`config.mk`:
```
export PLATFORM = sky130hd
export DESIGN_NAME = inst_queue
export DESIGN_NICKNAME = d
export VERILOG_FILES = /design/src/rtl/inst_queue.sv
export SDC_FILE = /design/constraint.sdc
export NUM_CORES = 1
export LEC_CHECK = 0
export CAP_MARGIN = 0
export CORE_MARGIN = 5
export CORE_UTILIZATION = 45
export CTS_CLUSTER_DIAMETER = 30
export DETAILED_ROUTE_END_ITERATION = 8
export SLEW_MARGIN = 15
export SYNTH_ARGS = -nofsm -noshare
export SYNTH_HDL_FRONTEND = slang
export SYNTH_SLANG_ARGS = --single-unit
```
`constraint.sdc`:
```
create_clock -name clk -period 10.5 [get_ports clk]
set_input_delay 1.575 -clock clk [delete_from_list [all_inputs] [get_ports clk]]
set_output_delay 1.575 -clock clk [all_outputs]
set_load 0.01 [all_outputs]
```
`src/rtl/inst_queue.sv`:
```
// Circular instruction queue between fetch and decode; tags each dequeued entry with a 64-bit order.
// Optional same-cycle empty-queue bypass enabled by defining INST_QUEUE_BYPASS_EN.
module inst_queue #(
  parameter int unsigned DEPTH = 16,
  parameter int unsigned PTR_W = $clog2(DEPTH)
) (
  input  logic             clk,
  input  logic             rst,
  input  logic             flush,
  input  logic             enq_valid,
  output logic             enq_ready,
  input  logic [31:0]      enq_inst,
  input  logic [31:0]      enq_pc,
  output logic             deq_valid,
  input  logic             deq_ready,
  output logic [31:0]      deq_inst,
  output logic [31:0]      deq_pc,
  output logic [63:0]      deq_order,
  output logic [PTR_W:0]   count
);

  logic [31:0]    inst_mem_q [DEPTH];
  logic [31:0]    pc_mem_q   [DEPTH];
  logic [PTR_W:0] head_q, head_d;
  logic [PTR_W:0] tail_q, tail_d;
  logic [63:0]    order_q, order_d;
  logic           empty, full;
  logic           enq_fire, deq_fire, wr_en, bypass;

  assign empty = (head_q == tail_q);
  assign full  = (head_q[PTR_W-1:0] == tail_q[PTR_W-1:0]) && (head_q[PTR_W] != tail_q[PTR_W]);

  assign enq_ready = !full && !flush;
  assign count     = tail_q - head_q;
  assign deq_order = order_q;
  assign enq_fire  = enq_valid && enq_ready;
  assign deq_fire  = deq_valid && deq_ready;

`ifdef INST_QUEUE_BYPASS_EN
  assign bypass    = empty && enq_valid && !flush;
  assign deq_valid = !flush && (!empty || enq_valid);
  assign deq_inst  = bypass ? enq_inst : (deq_valid ? inst_mem_q[head_q[PTR_W-1:0]] : '0);
  assign deq_pc    = bypass ? enq_pc   : (deq_valid ? pc_mem_q[head_q[PTR_W-1:0]]   : '0);
`else
  assign bypass    = 1'b0;
  assign deq_valid = !empty && !flush;
  assign deq_inst  = deq_valid ? inst_mem_q[head_q[PTR_W-1:0]] : '0;
  assign deq_pc    = deq_valid ? pc_mem_q[head_q[PTR_W-1:0]]   : '0;
`endif

  always_comb begin
    head_d  = head_q;
    tail_d  = tail_q;
    order_d = order_q;
    wr_en   = 1'b0;
    if (flush) begin
      head_d = '0;
      tail_d = '0;
    end else if (bypass && deq_ready) begin
      // Bypassed entry is consumed straight from the inputs; nothing is stored.
      order_d = order_q + 64'd1;
    end else begin
      if (enq_fire) begin
        wr_en  = 1'b1;
        tail_d = tail_q + 1'b1;
      end
      if (deq_fire) begin
        head_d  = head_q + 1'b1;
        order_d = order_q + 64'd1;
      end
    end
  end

  always_ff @(posedge clk or posedge rst) begin
    if (rst) begin
      head_q  <= '0;
      tail_q  <= '0;
      order_q <= '0;
    end else begin
      head_q  <= head_d;
      tail_q  <= tail_d;
      order_q <= order_d;
    end
  end

  always_ff @(posedge clk) begin
    if (wr_en) begin
      inst_mem_q[tail_q[PTR_W-1:0]] <= enq_inst;
      pc_mem_q[tail_q[PTR_W-1:0]]   <= enq_pc;
    end
  end

endmodule

```
==> results of run 1 <==
## power groups by stage
stage | Sequential [W] | Combinational (W) | Clock (W)
after floorplan | 0.00494 | 0.000807 | 0
final | 0.00490 | 0.00116 | 0.00653
after global placement | 0.00498 | 0.00117 | 0
after detailed placement | 0.00498 | 0.00118 | 0
after global routing | 0.00490 | 0.00126 | 0.00687
after CTS | 0.00490 | 0.00118 | 0.00663
## critical path: stages (launching register included)
cell	delay, ns
dfrtp_4	0.99
buf_4	0.90
mux4_2	0.62
a22oi_1	0.42
a21oi_1	0.11
clkdlybuf4s50_1	0.55
## cell families after synthesis
family / count (synthesis) / share of synthesized area
flops: 1098 / 0.775
mux: 256 / 0.137
compound gates: 205 / 0.0329
simple gates: 181 / 0.0234
buf+inv: 115 / 0.0118
xor+xnor: 75 / 0.0158
fa+ha+maj: 11 / 0.00345
## path summary, 6_finish.rpt
check                                           from                           end
hold / removal             deq_order[63]$_DFFE_PP0P_     deq_order[63]$_DFFE_PP0P_
setup reg to reg               head_q[1]$_DFFE_PP0P_  inst_mem_q[11][15]$_DFFE_PP_
hold reg to reg            deq_order[63]$_DFFE_PP0P_     deq_order[63]$_DFFE_PP0P_
min in group asynchronous                        rst     deq_order[21]$_DFFE_PP0P_
max in group asynchronous                        rst         head_q[1]$_DFFE_PP0P_
setup / recovery               head_q[0]$_DFFE_PP0P_                    deq_pc[29]
## routing by layer
layer  track usage  routed length [µm]  up-vias
li1              -                   -     8933
met1         0.275               41700    11220
met2         0.335               50600      779
met3        0.0433                6530      154
met4        0.0610                2230       10
met5             0                  69        -
## cell type report
type	instances	area, µm²
fill	6979	40300
sequential	1098	32600
multi-input combinational	728	9090
clock buffer	225	5270
timing repair buffer	241	2350
clock inverter	147	1760
tap	1254	1570
inverter	15	56.3
antenna	4	10.0
## synth_stat cells, drive strengths merged
| master | instances |
|---|---|
| or4 | 1 |
| a21o | 2 |
| and4b | 1 |
| dfrtp | 74 |
| nand4 | 16 |
| a21oi | 67 |
| a22oi | 128 |
| nand2 | 41 |
| fa | 1 |
| and4 | 7 |
| buf | 39 |
| nor2 | 39 |
| ha | 10 |
| or3 | 1 |
| nand3 | 25 |
| edfxtp | 1024 |
| o31ai | 2 |
| nor3 | 22 |
| and3 | 4 |
| nand2b | 3 |
| inv | 15 |
| nor4 | 14 |
| o2111ai | 1 |
| o21ai | 1 |
| nor4b | 2 |
| o211ai | 1 |
| o211a | 3 |
| clkbuf | 61 |
| xor2 | 44 |
| mux4 | 256 |
| and2 | 5 |
| xnor2 | 31 |
## registers in the layout, indices dropped and copies added (netlist names)
register and cells:
deq_order 64, head_q 5, inst_mem_q 512, pc_mem_q 512, tail_q 5
## per-stage QoR
stage	utilization	power (W)	setup slack (ns)	instances
after floorplan	-	0.00575	3.45	1941
after global placement	0.491	0.00615	4.91	3335
after detailed placement	0.491	0.00616	4.81	3335
after CTS	0.566	0.0127	4.23	3707
after global routing	0.566	0.0130	4.15	3710
final	0.567	0.0126	4.51	3712
==> out/qor.csv, run 1 <==
metric,value,unit
Slew Limit Fails,0,
Antenna Nets Post-Route,0,
Area contributors post-synth,"edfxtp_1, mux4_2, dfrtp_1",
Seq pwr share,0.389,
WP data arrival,4.41,ns
Final Cycle Share,0.570,
Detailed Route WL,101000,µm
"critical path fanouts, max",51,
area grow syn2layout,25.4,%
Cell variety after synth,44,
DR vias/cell,5.68,
final setup violating endpoints,0,
vias in the first global route,22303,
Top Ports,204,
clk slew on worst S/H paths,0.05,ns
Die X-Extent,316,µm
DP Wirelength,51100,µm
Starting Density,0.452,
static leakage,17.2,nW
R2R Setup Slk,6.07,ns
Logic pwr share,0.092,
Via Count,21096,
unrepaired setup endpoints after global routing,false,
fmax,0.167,GHz
Slew HR,0.226,
peak supply drop,0.000132,V
antenna violations before repair,9,
Total GRT Usage,0.203,
sequential area share after synthesis,0.775,
Psw,0.00280,W
hold buffer count at CTS,0,
"Avg Cell Area, Syn",21.7,µm²
Netlist Area Pre-Place,0.0420,mm²
Die ar.,0.0996,mm²
Detailed Routing Iterations Pass 1,5,
Hold WS,0.462,ns
Pint,0.00980,W
post-CTS sizing,0,
post-layout net count,2364,
# H-tree levels,4,
Worst setup EP type,primary output,
std cell rows,112,
# DRC,0,
most frequent cells in the layout,"edfxtp_1, mux4_2, clkbuf_16, clkdlybuf4s50_1, a22oi_1",
Core Region,0.0930,mm²
clock sink count,1098,
CP Launch Type,flip-flop,
Slew @ Worst Pin,1.16,ns
CTS buffer count,200,
clock group share of total power,0.519,
first-pass GRT wire length,148000,µm
share of cells above drive strength 1,0.269,
Layout Skew,0.0218,ns
Routed WL per cell,27.2,µm
largest net degree at the start of global routing,167,
routability congestion estimate,0.777,
"most common cell after layout, fill and taps aside",edfxtp_1,
total gr overflow,0,
I/O Buffers,203,
Die Span Y,316,µm
postcts setup bufs,0,
Crit path required time,8.93,ns
R2R cell count,7,
Mapped Nets,2021,
Cells on Worst Hold Path,1,
CTS tree,yes,
DR iter-0 viols,1864,
Ys Warns,0,
status,"complete, no violations",
Hold WC Path Type,reg -> reg,
P per Cell Area,239,mW/mm²
Sw Ratio,0.222,
post-synth top area share,0.731,
Final Hold Viols,0,
post-layout min period,5.99,ns
Post-DP Area,0.0456,mm²
design area,0.0527,mm²
Post-Synthesis Cells,1941,
clk root buf,clkbuf_16,
Max Cap Violations,0,
TNS Setup,0,ns
maximum clock path buffer count,3,
register bit total from synthesis,1098,
clk_lat worst skew,0.75,ns
critical path class,reg -> out,
"area leader, netlist",edfxtp_1,
No activity file was read; power rests on OpenSTA's default activity.
==> inputs of run 2 (changes only) <==
==> constraint.sdc (replaced) <==
create_clock -name clk -period 6.2 [get_ports clk]
set_input_delay 0.93 -clock clk [delete_from_list [all_inputs] [get_ports clk]]
set_output_delay 0.93 -clock clk [all_outputs]
set_load 0.01 [all_outputs]
==> run 2 against run 1 <==
Net effect: core utilization is 0.28 points lower; die area stayed put; register-to-register slack worse by 3.9 ns; critical path depth is 2 higher; first-iteration DRC count is 4.3% higher; count of clock-buffer cells in the layout is 1 higher; non-clock buffer count is 6 higher; flip-flop and latch count stayed put; sequential share of layout area is 0.30 points higher; hold slack better by 0.0098 ns; largest cell class unchanged.
==> out/qor.csv, run 2 (synthesis gave the netlist of run 1 again) <==
metric,value,unit,change
status,"complete, no violations",,unchanged
static leakage,17.0,nW,was 17.2 nW
CP Launch Type,flip-flop,,unchanged
Hold WS,0.472,ns,was 0.462 ns
DR vias/cell,5.71,,was 5.68
final setup violating endpoints,0,,unchanged
routability congestion estimate,0.769,,was 0.777
Worst setup EP type,primary output,,unchanged
Crit path largest cell delay,0.87,ns,was 0.99 ns
Bufs and invs on worst path,2,,unchanged
fill count,6976,,"was 6,979"
"most common cell after layout, fill and taps aside",edfxtp_1,,unchanged
Top Ports,204,,unchanged
Via Count,21206,,"was 21,096"
peak supply drop,0.000271,V,was 0.000132 V
Slew Limit Fails,0,,unchanged
clk root buf,clkbuf_16,,unchanged
family with the most delay on the worst path,simple AND/OR/NAND/NOR gates,,was buffers and inverters
Final Hold Viols,0,,unchanged
Detailed Route WL,100000,µm,"was 101,000 µm"
P per Cell Area,394,mW/mm²,was 239 mW/mm²
"critical path, cell by cell",inv_1 -> ha_1 -> and4_1 -> nand2_1 -> nand2_4 -> a21oi_1 -> clkdlybuf4s50_1,,was buf_4 -> mux4_2 -> a22oi_1 -> a21oi_1 -> clkdlybuf4s50_1
postcts setup bufs,0,,unchanged
Slew @ Worst Pin,1.17,ns,was 1.16 ns
WP data arrival,4.60,ns,was 4.41 ns
Pint,0.0160,W,was 0.00980 W
post-layout min period,5.53,ns,
Die ar.,0.0996,mm²,unchanged
Detailed Routing Iterations Pass 1,6,,was 5
CTS buffer count,198,,was 200
maximum clock path buffer count,3,,unchanged
Starting Density,0.452,,unchanged
most frequent cells in the layout,"edfxtp_1, mux4_2, clkdlybuf4s50_1, clkbuf_16, a22oi_1",,"was edfxtp_1, mux4_2, clkbuf_16, clkdlybuf4s50_1, a22oi_1"
fin util,0.564,,was 0.567
# H-tree levels,4,,unchanged
clock group share of total power,0.503,,was 0.519
clock sink count,1098,,unchanged
Sw Ratio,0.226,,was 0.222
Logic pwr share,0.095,,was 0.092
std cell rows,112,,unchanged
fmax,0.181,GHz,
Core Region,0.0930,mm²,unchanged
"Slowest-stage cell, CP",dfrtp_4,,unchanged
FF+latch area,0.0326,mm²,unchanged
vias in the first global route,22382,,"was 22,303"
Psw,0.00467,W,was 0.00280 W
antenna violations before repair,4,,was 9
"critical path fanouts, max",65,,was 51
clk slew on worst S/H paths,0.04,ns,was 0.05 ns
post-layout net count,2368,,"was 2,364"
post-CTS sizing,0,,unchanged
Slew HR,0.218,,was 0.226
Die Span Y,316,µm,unchanged
Crit path required time,5.27,ns,was 8.93 ns
Layout Skew,0.0166,ns,was 0.0218 ns
DR iter-0 viols,1945,,"was 1,864"
first-pass GRT wire length,148000,µm,about the same
Antenna Nets Post-Route,0,,unchanged
CTS tree,yes,,unchanged
Die X-Extent,316,µm,unchanged
Max Cap Violations,0,,unchanged
Routed WL per cell,27.0,µm,was 27.2 µm
clk_lat worst skew,0.76,ns,was 0.75 ns
share of cells above drive strength 1,0.262,,was 0.269
total gr overflow,0,,unchanged
I/O Buffers,203,,unchanged
Hold WC Path Type,reg -> reg,,unchanged
critical path class,reg -> out,,unchanged
unrepaired setup endpoints after global routing,false,,unchanged
largest net degree at the start of global routing,174,,was 167
area occupied by multi-input gates,0.00909,mm²,unchanged
hold buffer count at CTS,0,,unchanged
Final Cycle Share,0.892,,
Total GRT Usage,0.202,,was 0.203
Seq pwr share,0.401,,was 0.389
TNS Setup,0,ns,unchanged
DP Wirelength,50300,µm,"was 51,100 µm"
# DRC,0,,unchanged
area grow syn2layout,24.8,%,was 25.4%
[run 2: changes by cell type in the layout (fill, tap and decap cells not counted), sizes merged]
cell	delta
clkinv	+12
clkbuf	+1
diode	-3
buf	+6
inv	+2
bufinv	-10
clkinvlp	-7
[run 2: path summary, 6_finish.rpt]
path | from | endpoint | slack, ns | depth (start not counted)
max in group asynchronous | rst | head_q[0]$_DFFE_PP0P_ | 4.68 | 3
min in group asynchronous | rst | deq_order[27]$_DFFE_PP0P_ | 0.81 | 3
hold / removal | deq_order[63]$_DFFE_PP0P_ | deq_order[63]$_DFFE_PP0P_ | 0.47 | 1
setup / recovery | head_q[1]$_DFFE_PP0P_ | deq_inst[0] | 0.67 | 7
hold reg to reg | deq_order[63]$_DFFE_PP0P_ | deq_order[63]$_DFFE_PP0P_ | 0.47 | 1
setup reg to reg | head_q[1]$_DFFE_PP0P_ | pc_mem_q[15][19]$_DFFE_PP_ | 2.17 | 6
[run 2: layer usage]
layer  part of all wire  routed length [µm]  global-route usage
met5            0.00036                  36                   0
met4              0.019                1940              0.0583
met3              0.064                6380              0.0412
met2               0.50               49800               0.331
met1               0.42               42100               0.280
[run 2: metrics by stage]
step	cells	instance area [µm²]	setup WS, ns	total power, W
2_1_floorplan	1941	42000	-0.850	0.00974
4_1_cts	3712	52500	0.607	0.0209
6_report	3713	52500	0.668	0.0207
3_5_place_dp	3342	45900	1.35	0.0104
5_1_grt	3712	52500	0.471	0.0214
3_3_place_gp	3342	45900	1.38	0.0104
[run 2: worst register-to-register path, delay by kind of cell, from the launching register on]
kind,cells,cell delay [ns]
compound gates,1,0.52
buf+inv,2,0.68
flops,1,0.87
simple gates,2,1.23
fa+ha+maj,1,0.38
[run 2: final cells by class]
cell class	count	share of cell area
Inverter	15	0.00107
Antenna cell	1	0.0000477
Clock buffer	226	0.0976
Timing Repair Buffer	247	0.0488
Tap cell	1254	0.0299
Clock inverter	144	0.0276
Multi-Input combinational cell	728	0.173
Sequential cell	1098	0.622
[run 2: power groups by stage]
stage	sequential, W	clock [W]	combinational [W]
floorplan	0.00837	0	0.00137
global placement	0.00843	0	0.00199
detailed placement	0.00843	0	0.00201
CTS	0.00830	0.0106	0.00202
global route	0.00830	0.0110	0.00212
finish	0.00830	0.0104	0.00197
